$ cat src/rtl/dmem_pkg.sv
// Shared types and helpers for the data-memory responder.
package dmem_pkg;
  typedef enum logic [1:0] {
    IDLE = 2'd0,
    WAIT = 2'd1,
    RESP = 2'd2
  } state_e;

  localparam int WAIT_CNT_W = 4;

  // Even parity: the extra bit makes the total count of ones even.
  function automatic logic parity8(input logic [7:0] d);
    return ^d;
  endfunction
endpackage

$ cat src/rtl/dmem_array.sv
// Reset-clearable word storage: one synchronous write port, one registered read port.
// With DMEM_PARITY_EN defined, a parity bit column is stored and read alongside the data.
module dmem_array
  import dmem_pkg::*;
#(
  parameter int MEM_SIZE = 256,
  parameter int IDX_W    = 8
) (
  input  logic             clock,
  input  logic             reset,
  input  logic             wr_en,
  input  logic             rd_en,
  input  logic             rd_clr,
  input  logic [IDX_W-1:0] idx,
  input  logic [7:0]       wdata,
`ifdef DMEM_PARITY_EN
  input  logic             wpar,
  output logic             rd_par,
`endif
  output logic [7:0]       rd_data
);
  logic [7:0] mem_q [MEM_SIZE];
  logic [7:0] mem_d [MEM_SIZE];
  logic [7:0] rd_data_q, rd_data_d;

  always_comb begin
    mem_d = mem_q;
    if (wr_en) mem_d[idx] = wdata;
    rd_data_d = rd_data_q;
    if (rd_clr)     rd_data_d = '0;
    else if (rd_en) rd_data_d = mem_q[idx];
  end

  always_ff @(posedge clock or posedge reset) begin
    if (reset) begin
      mem_q     <= '{default: '0};
      rd_data_q <= '0;
    end else begin
      mem_q     <= mem_d;
      rd_data_q <= rd_data_d;
    end
  end

  assign rd_data = rd_data_q;

`ifdef DMEM_PARITY_EN
  logic par_q [MEM_SIZE];
  logic par_d [MEM_SIZE];
  logic rd_par_q, rd_par_d;

  always_comb begin
    par_d = par_q;
    if (wr_en) par_d[idx] = wpar;
    rd_par_d = rd_par_q;
    if (rd_clr)     rd_par_d = 1'b0;
    else if (rd_en) rd_par_d = par_q[idx];
  end

  always_ff @(posedge clock or posedge reset) begin
    if (reset) begin
      par_q    <= '{default: 1'b0};
      rd_par_q <= 1'b0;
    end else begin
      par_q    <= par_d;
      rd_par_q <= rd_par_d;
    end
  end

  assign rd_par = rd_par_q;
`endif
endmodule

$ cat src/rtl/dmem_responder.sv
// Data-memory responder for the MEM stage: one outstanding load/store, WAIT_STATES latency.
// Define DMEM_PARITY_EN to add per-word parity checking and the err_inject input.
module dmem_responder
  import dmem_pkg::*;
#(
  parameter int ADDRESS_LINE = 8,
  parameter int MEM_SIZE     = 256,
  parameter int WAIT_STATES  = 2
) (
  input  logic                    clock,
  input  logic                    reset,
  input  logic                    req_valid,
  output logic                    req_ready,
  input  logic                    req_write,
  input  logic [ADDRESS_LINE-1:0] req_addr,
  input  logic [7:0]              req_wdata,
`ifdef DMEM_PARITY_EN
  input  logic                    err_inject,
`endif
  output logic                    rsp_valid,
  input  logic                    rsp_ready,
  output logic [7:0]              rsp_rdata,
  output logic                    rsp_err,
  output logic                    busy
);
  // state | meaning
  // IDLE  | ready to accept a request
  // WAIT  | counting down access latency
  // RESP  | response held until rsp_ready
  localparam int IDX_W = (MEM_SIZE > 1) ? $clog2(MEM_SIZE) : 1;
  localparam logic [WAIT_CNT_W-1:0] WAIT_LOAD =
    WAIT_CNT_W'((WAIT_STATES > 0) ? WAIT_STATES - 1 : 0);

  state_e                  state_q, state_d;
  logic [WAIT_CNT_W-1:0]   cnt_q, cnt_d;
  logic                    write_q, write_d;
  logic [ADDRESS_LINE-1:0] addr_q, addr_d;
  logic [7:0]              wdata_q, wdata_d;
  logic                    err_q, err_d;

  logic                    acc_fire, acc_write, acc_oor, rsp_hs;
  logic [ADDRESS_LINE-1:0] acc_addr;
  logic [7:0]              acc_wdata;
  logic                    arr_wr, arr_rd, arr_clr;

  always_comb begin
    state_d   = state_q;
    cnt_d     = cnt_q;
    write_d   = write_q;
    addr_d    = addr_q;
    wdata_d   = wdata_q;
    err_d     = err_q;
    acc_fire  = 1'b0;
    acc_write = write_q;
    acc_addr  = addr_q;
    acc_wdata = wdata_q;
    rsp_hs    = 1'b0;
    req_ready = 1'b0;
    rsp_valid = 1'b0;
    busy      = 1'b1;
    unique case (state_q)
      IDLE: begin
        req_ready = 1'b1;
        busy      = 1'b0;
        if (req_valid) begin
          write_d = req_write;
          addr_d  = req_addr;
          wdata_d = req_wdata;
          // Zero wait states: the accept edge is also the access edge.
          if (WAIT_STATES == 0) begin
            acc_fire  = 1'b1;
            acc_write = req_write;
            acc_addr  = req_addr;
            acc_wdata = req_wdata;
            state_d   = RESP;
          end else begin
            cnt_d   = WAIT_LOAD;
            state_d = WAIT;
          end
        end
      end
      WAIT: begin
        if (cnt_q == '0) begin
          acc_fire = 1'b1;
          state_d  = RESP;
        end else begin
          cnt_d = cnt_q - 1'b1;
        end
      end
      RESP: begin
        rsp_valid = 1'b1;
        if (rsp_ready) begin
          rsp_hs  = 1'b1;
          state_d = IDLE;
        end
      end
      default: state_d = IDLE;
    endcase
    acc_oor = 32'(acc_addr) >= 32'(MEM_SIZE);
    if (acc_fire)    err_d = acc_oor;
    else if (rsp_hs) err_d = 1'b0;
  end

  assign arr_wr  = acc_fire & acc_write & ~acc_oor;
  assign arr_rd  = acc_fire & ~acc_write & ~acc_oor;
  assign arr_clr = (acc_fire & (acc_write | acc_oor)) | rsp_hs;

  always_ff @(posedge clock or posedge reset) begin
    if (reset) begin
      state_q <= IDLE;
      cnt_q   <= '0;
      write_q <= 1'b0;
      addr_q  <= '0;
      wdata_q <= '0;
      err_q   <= 1'b0;
    end else begin
      state_q <= state_d;
      cnt_q   <= cnt_d;
      write_q <= write_d;
      addr_q  <= addr_d;
      wdata_q <= wdata_d;
      err_q   <= err_d;
    end
  end

`ifdef DMEM_PARITY_EN
  logic inj_q, inj_d, acc_inj, arr_wpar, arr_rd_par;

  always_comb begin
    inj_d = inj_q;
    if (state_q == IDLE && req_valid) inj_d = err_inject;
  end

  always_ff @(posedge clock or posedge reset) begin
    if (reset) inj_q <= 1'b0;
    else       inj_q <= inj_d;
  end

  assign acc_inj  = (WAIT_STATES == 0) ? err_inject : inj_q;
  assign arr_wpar = parity8(acc_wdata) ^ acc_inj;
  // Cleared read register holds 0 data with 0 parity, so no false error outside a load.
  assign rsp_err  = err_q | (arr_rd_par ^ parity8(rsp_rdata));
`else
  assign rsp_err  = err_q;
`endif

  dmem_array #(
    .MEM_SIZE (MEM_SIZE),
    .IDX_W    (IDX_W)
  ) u_array (
    .clock   (clock),
    .reset   (reset),
    .wr_en   (arr_wr),
    .rd_en   (arr_rd),
    .rd_clr  (arr_clr),
    .idx     (acc_addr[IDX_W-1:0]),
    .wdata   (acc_wdata),
`ifdef DMEM_PARITY_EN
    .wpar    (arr_wpar),
    .rd_par  (arr_rd_par),
`endif
    .rd_data (rsp_rdata)
  );
endmodule

$ cat config.mk
export PLATFORM = sky130hd
export DESIGN_NAME = dmem_responder
export DESIGN_NICKNAME = d
export VERILOG_FILES = /design/src/rtl/dmem_pkg.sv /design/src/rtl/dmem_array.sv /design/src/rtl/dmem_responder.sv
export SDC_FILE = /design/constraint.sdc
export NUM_CORES = 2
export LEC_CHECK = 0
export ABC_AREA = 1
export CORE_MARGIN = 2
export CORE_UTILIZATION = 58
export DETAILED_ROUTE_END_ITERATION = 12
export PLACE_DENSITY = 0.8
export SLEW_MARGIN = 10
export SYNTH_ARGS = -nofsm -noshare
export SYNTH_HDL_FRONTEND = slang
export SYNTH_SLANG_ARGS = --single-unit
$ cat constraint.sdc
create_clock -name clock -period 77.7 [get_ports clock]
set_clock_uncertainty 0.2 [all_clocks]
set_input_delay 19.425 -clock clock [delete_from_list [all_inputs] [get_ports clock]]
set_output_delay 19.425 -clock clock [all_outputs]
set_load 0.05 [all_outputs]
==> key figures <==
Clocking
  • CTS tree: built
  • Max H-tree Level: 4
  • Number of CTS-inserted buffers: 206
  • Clock transition at path regs: 0.06 ns
  • Post-CTS setup repair buffer count: 0
  • CTS resizes: 0
  • Clock insertion delay at the later pin of the skew report: 0.86 ns
  • Hold-fix buffer count after cts: 0
  • Clock tree buffer depth: 3
  • Root cell of the clock tree: clkbuf_16
  • Clock tree sinks: 2079

Logic synthesis
  • Top cells by area in the synthesized netlist: dfrtp_1, nand2_1, o21ai_0
  • Synthesized cell area: 95720 µm²
  • Avg Synthesized Cell Area: 7.647 µm²
  • Total of flip-flops plus latches after synthesis: 2079
  • Number of unique standard cell types used by synthesis: 27
  • Nets in the synthesized netlist: 12540
  • Cells after Synth: 12520
  • Register area share after synthesis: 54.35%
  • Library cell with the largest summed area after synthesis: dfrtp_1
  • Top_reg_cell synth: dfrtp_1
  • Number of enable flip-flop cells after synthesis: 0
  • Yosys Warn Count: 0
  • Yosys top cell area share: 54.35%
  • Share of synthesized registers carrying an async set or reset: 100.0%

GRT
  • Number of antenna violations at the first check in global routing: 5
  • Number of global-route vias before repair: 81290
  • Total grt overflow: 0
  • Wire length of the first global-routing pass: 448.3 mm
  • Global Route Usage Sum: 33.38%
  • Largest net degree at the start of global routing: 186

Worst setup path
  • Crit Reg-Reg Startpoint: acc_addr[1]
  • Setup slack on the worst flop-to-flop path: 71.54 ns
  • Peak fanout along the critical path: 150
  • Reg2reg end: u_array.rd_data[7]
  • Number of cell instances on the worst register-to-register path: 16
  • CP Class: input pin to async pin
  • Critical Path End Type: async pin
  • Required time reported for the critical path endpoint: 78.28 ns
  • Arrival time of data at the critical path endpoint: 23.82 ns
  • Kind of start point of the critical path: input pin

Timing
  • Setup violation total in the final timing report: 0
  • Unrepaired setup endpoints after global routing: false
  • Setup TNS: 0 ns
  • Pin slew with the least headroom to its limit: 1.256 ns
  • Final worst path period need: 23.24 ns
  • Rel. slew slack: 16.07%
  • Total count of max-transition violations in the final report: 0
  • Fin. Hold Viols: 0
  • Part of the cycle the worst path needs: 29.91%
  • Achievable clock frequency: 43.03 MHz

Floorplan
  • Chip Height: 410.2 µm
  • Count of pins on the block boundary: 33
  • Std cell rows: 149
  • Die Outline Area: 168300 µm²
  • Placeable core region: 164400 µm²
  • Effective utilization at floorplan: 58.21%
  • Chip Width: 410.2 µm

Hold path
  • Worst min-delay path endpoint: u_array.mem_q[1504]
  • Startpoint of the lowest-slack hold path: u_array.mem_q[1504]
  • Number of cells on the worst hold path: 2
  • Worst min-delay path class: register to register

Route
  • Via density per instance: 5.979
  • Routed wire length: 282.3 mm
  • Remaining number of nets flagged by the antenna check after routing: 0
  • Via Count: 85320
  • TritonRoute pass-1 iters: 9
  • DR DRC count: 0
  • Routed length per placed instance: 19.78 µm
  • Initial DRC Count: 11760

Finish
  • Final Non-Filler Cells: 14270
  • Filler Cells Inserted: 13750
  • Most frequent cells in the layout: nand2_1, dfrtp_1, o21ai_0
  • Final net count: 11940
  • Proportion of layout cells with a drive suffix above 1: 4.596%
  • Most frequent standard cell in the layout excluding fill and tap cells: nand2_1
  • Area overhead of the layout relative to synthesis: 7.494%

Power
  • Overall Power: 2.929 mW
  • LEAKAGE: 50.23 nW
  • Worst supply voltage drop on vdd: 98.84 µV
  • Power per cell area: 28.47 nW/µm²

Place
  • Placed Instances: 13900
  • Routability-driven placement congestion ratio: 0.8964
  • Placed wire-length estimate: 158.1 mm
  • Port bufs: 31

Run status
  • Status: finished clean

Flow run
  • Max Cap Violations: 0
worst max path at each step:
stage / from / end / slack, ns
2_1_floorplan: reset / acc_addr[0] / 29.20
3_3_place_gp: reset / u_array.mem_q[898] / 53.45
3_5_place_dp: reset / u_array.mem_q[909] / 53.40
4_1_cts: reset / u_array.mem_q[898] / 54.30
5_1_grt: reset / u_array.mem_q[672] / 53.77
6_report: reset / u_array.mem_q[681] / 54.46
stage by stage:
step	hold slack, ns	setup WS [ns]	util [%]	instance area, µm²
after floorplan	0.2396	29.20	-	95720
after CTS	0.2832	54.30	62.56	102900
after global placement	0.2647	53.45	58.43	96070
final	0.2816	54.46	62.57	102900
after detailed placement	0.2697	53.40	58.43	96070
after global routing	0.2994	53.77	62.57	102900
report_power, final:
group          internal (mW)  total [mW]  switching, mW
sequential              1.12        1.16         0.0379
clock                  0.581        1.01          0.428
combinational         0.0758       0.765          0.689
area by class of cell:
cell class | count | area (µm²) | share of cell area (%)
clock buffer | 312 | 6078 | 5.908
tap | 2189 | 2739 | 2.662
inverter | 40 | 245.2 | 0.2383
timing repair buffer | 129 | 1221 | 1.187
sequential | 2079 | 52030 | 50.57
multi-input combinational | 9460 | 39830 | 38.71
antenna | 7 | 17.52 | 0.01702
clock inverter | 55 | 724.4 | 0.7041
kinds of logic after synthesis:
family	count (synthesis)	share of synthesized area, %
compound gates	2197	11.49
flops	2079	54.35
simple gates	7260	29.97
other cells	1	0.003918
buf+inv	978	4.161
fa+ha+maj	2	0.02614
synthesized netlist by cell type, drive strengths merged, types with 2 or more instances:
cell type	count
nand3	563
nor3	2
nand4	128
nand2	6428
o21ai	2185
buf	249
nor2	138
clkbuf	689
dfrtp	2079
inv	39
ha	2
a21oi	11
metal layers:
metal	wire length [µm]	track usage, %	vias up
li1	-	-	38820
met1	112000	45.58	41090
met2	125300	50.22	4627
met3	31470	8.418	789
met4	13390	15.61	3
met5	74	0.3448	-
worst max-delay path: stages:
cell	delay, ns
clkdlybuf4s50_1	0.47
clkinvlp_4	0.58
buf_4	0.70
buf_12	0.61
buf_4	0.76
buf_4	0.92
state kept, by name, summed over array words and instances, names as in the netlist:
name and count:
u_array.mem_q 2048, acc_addr 8, acc_wdata 8, u_array.rd_data 8
cnt_q 4, state_q 2, acc_write 1
(Power assumes the default switching activity.)
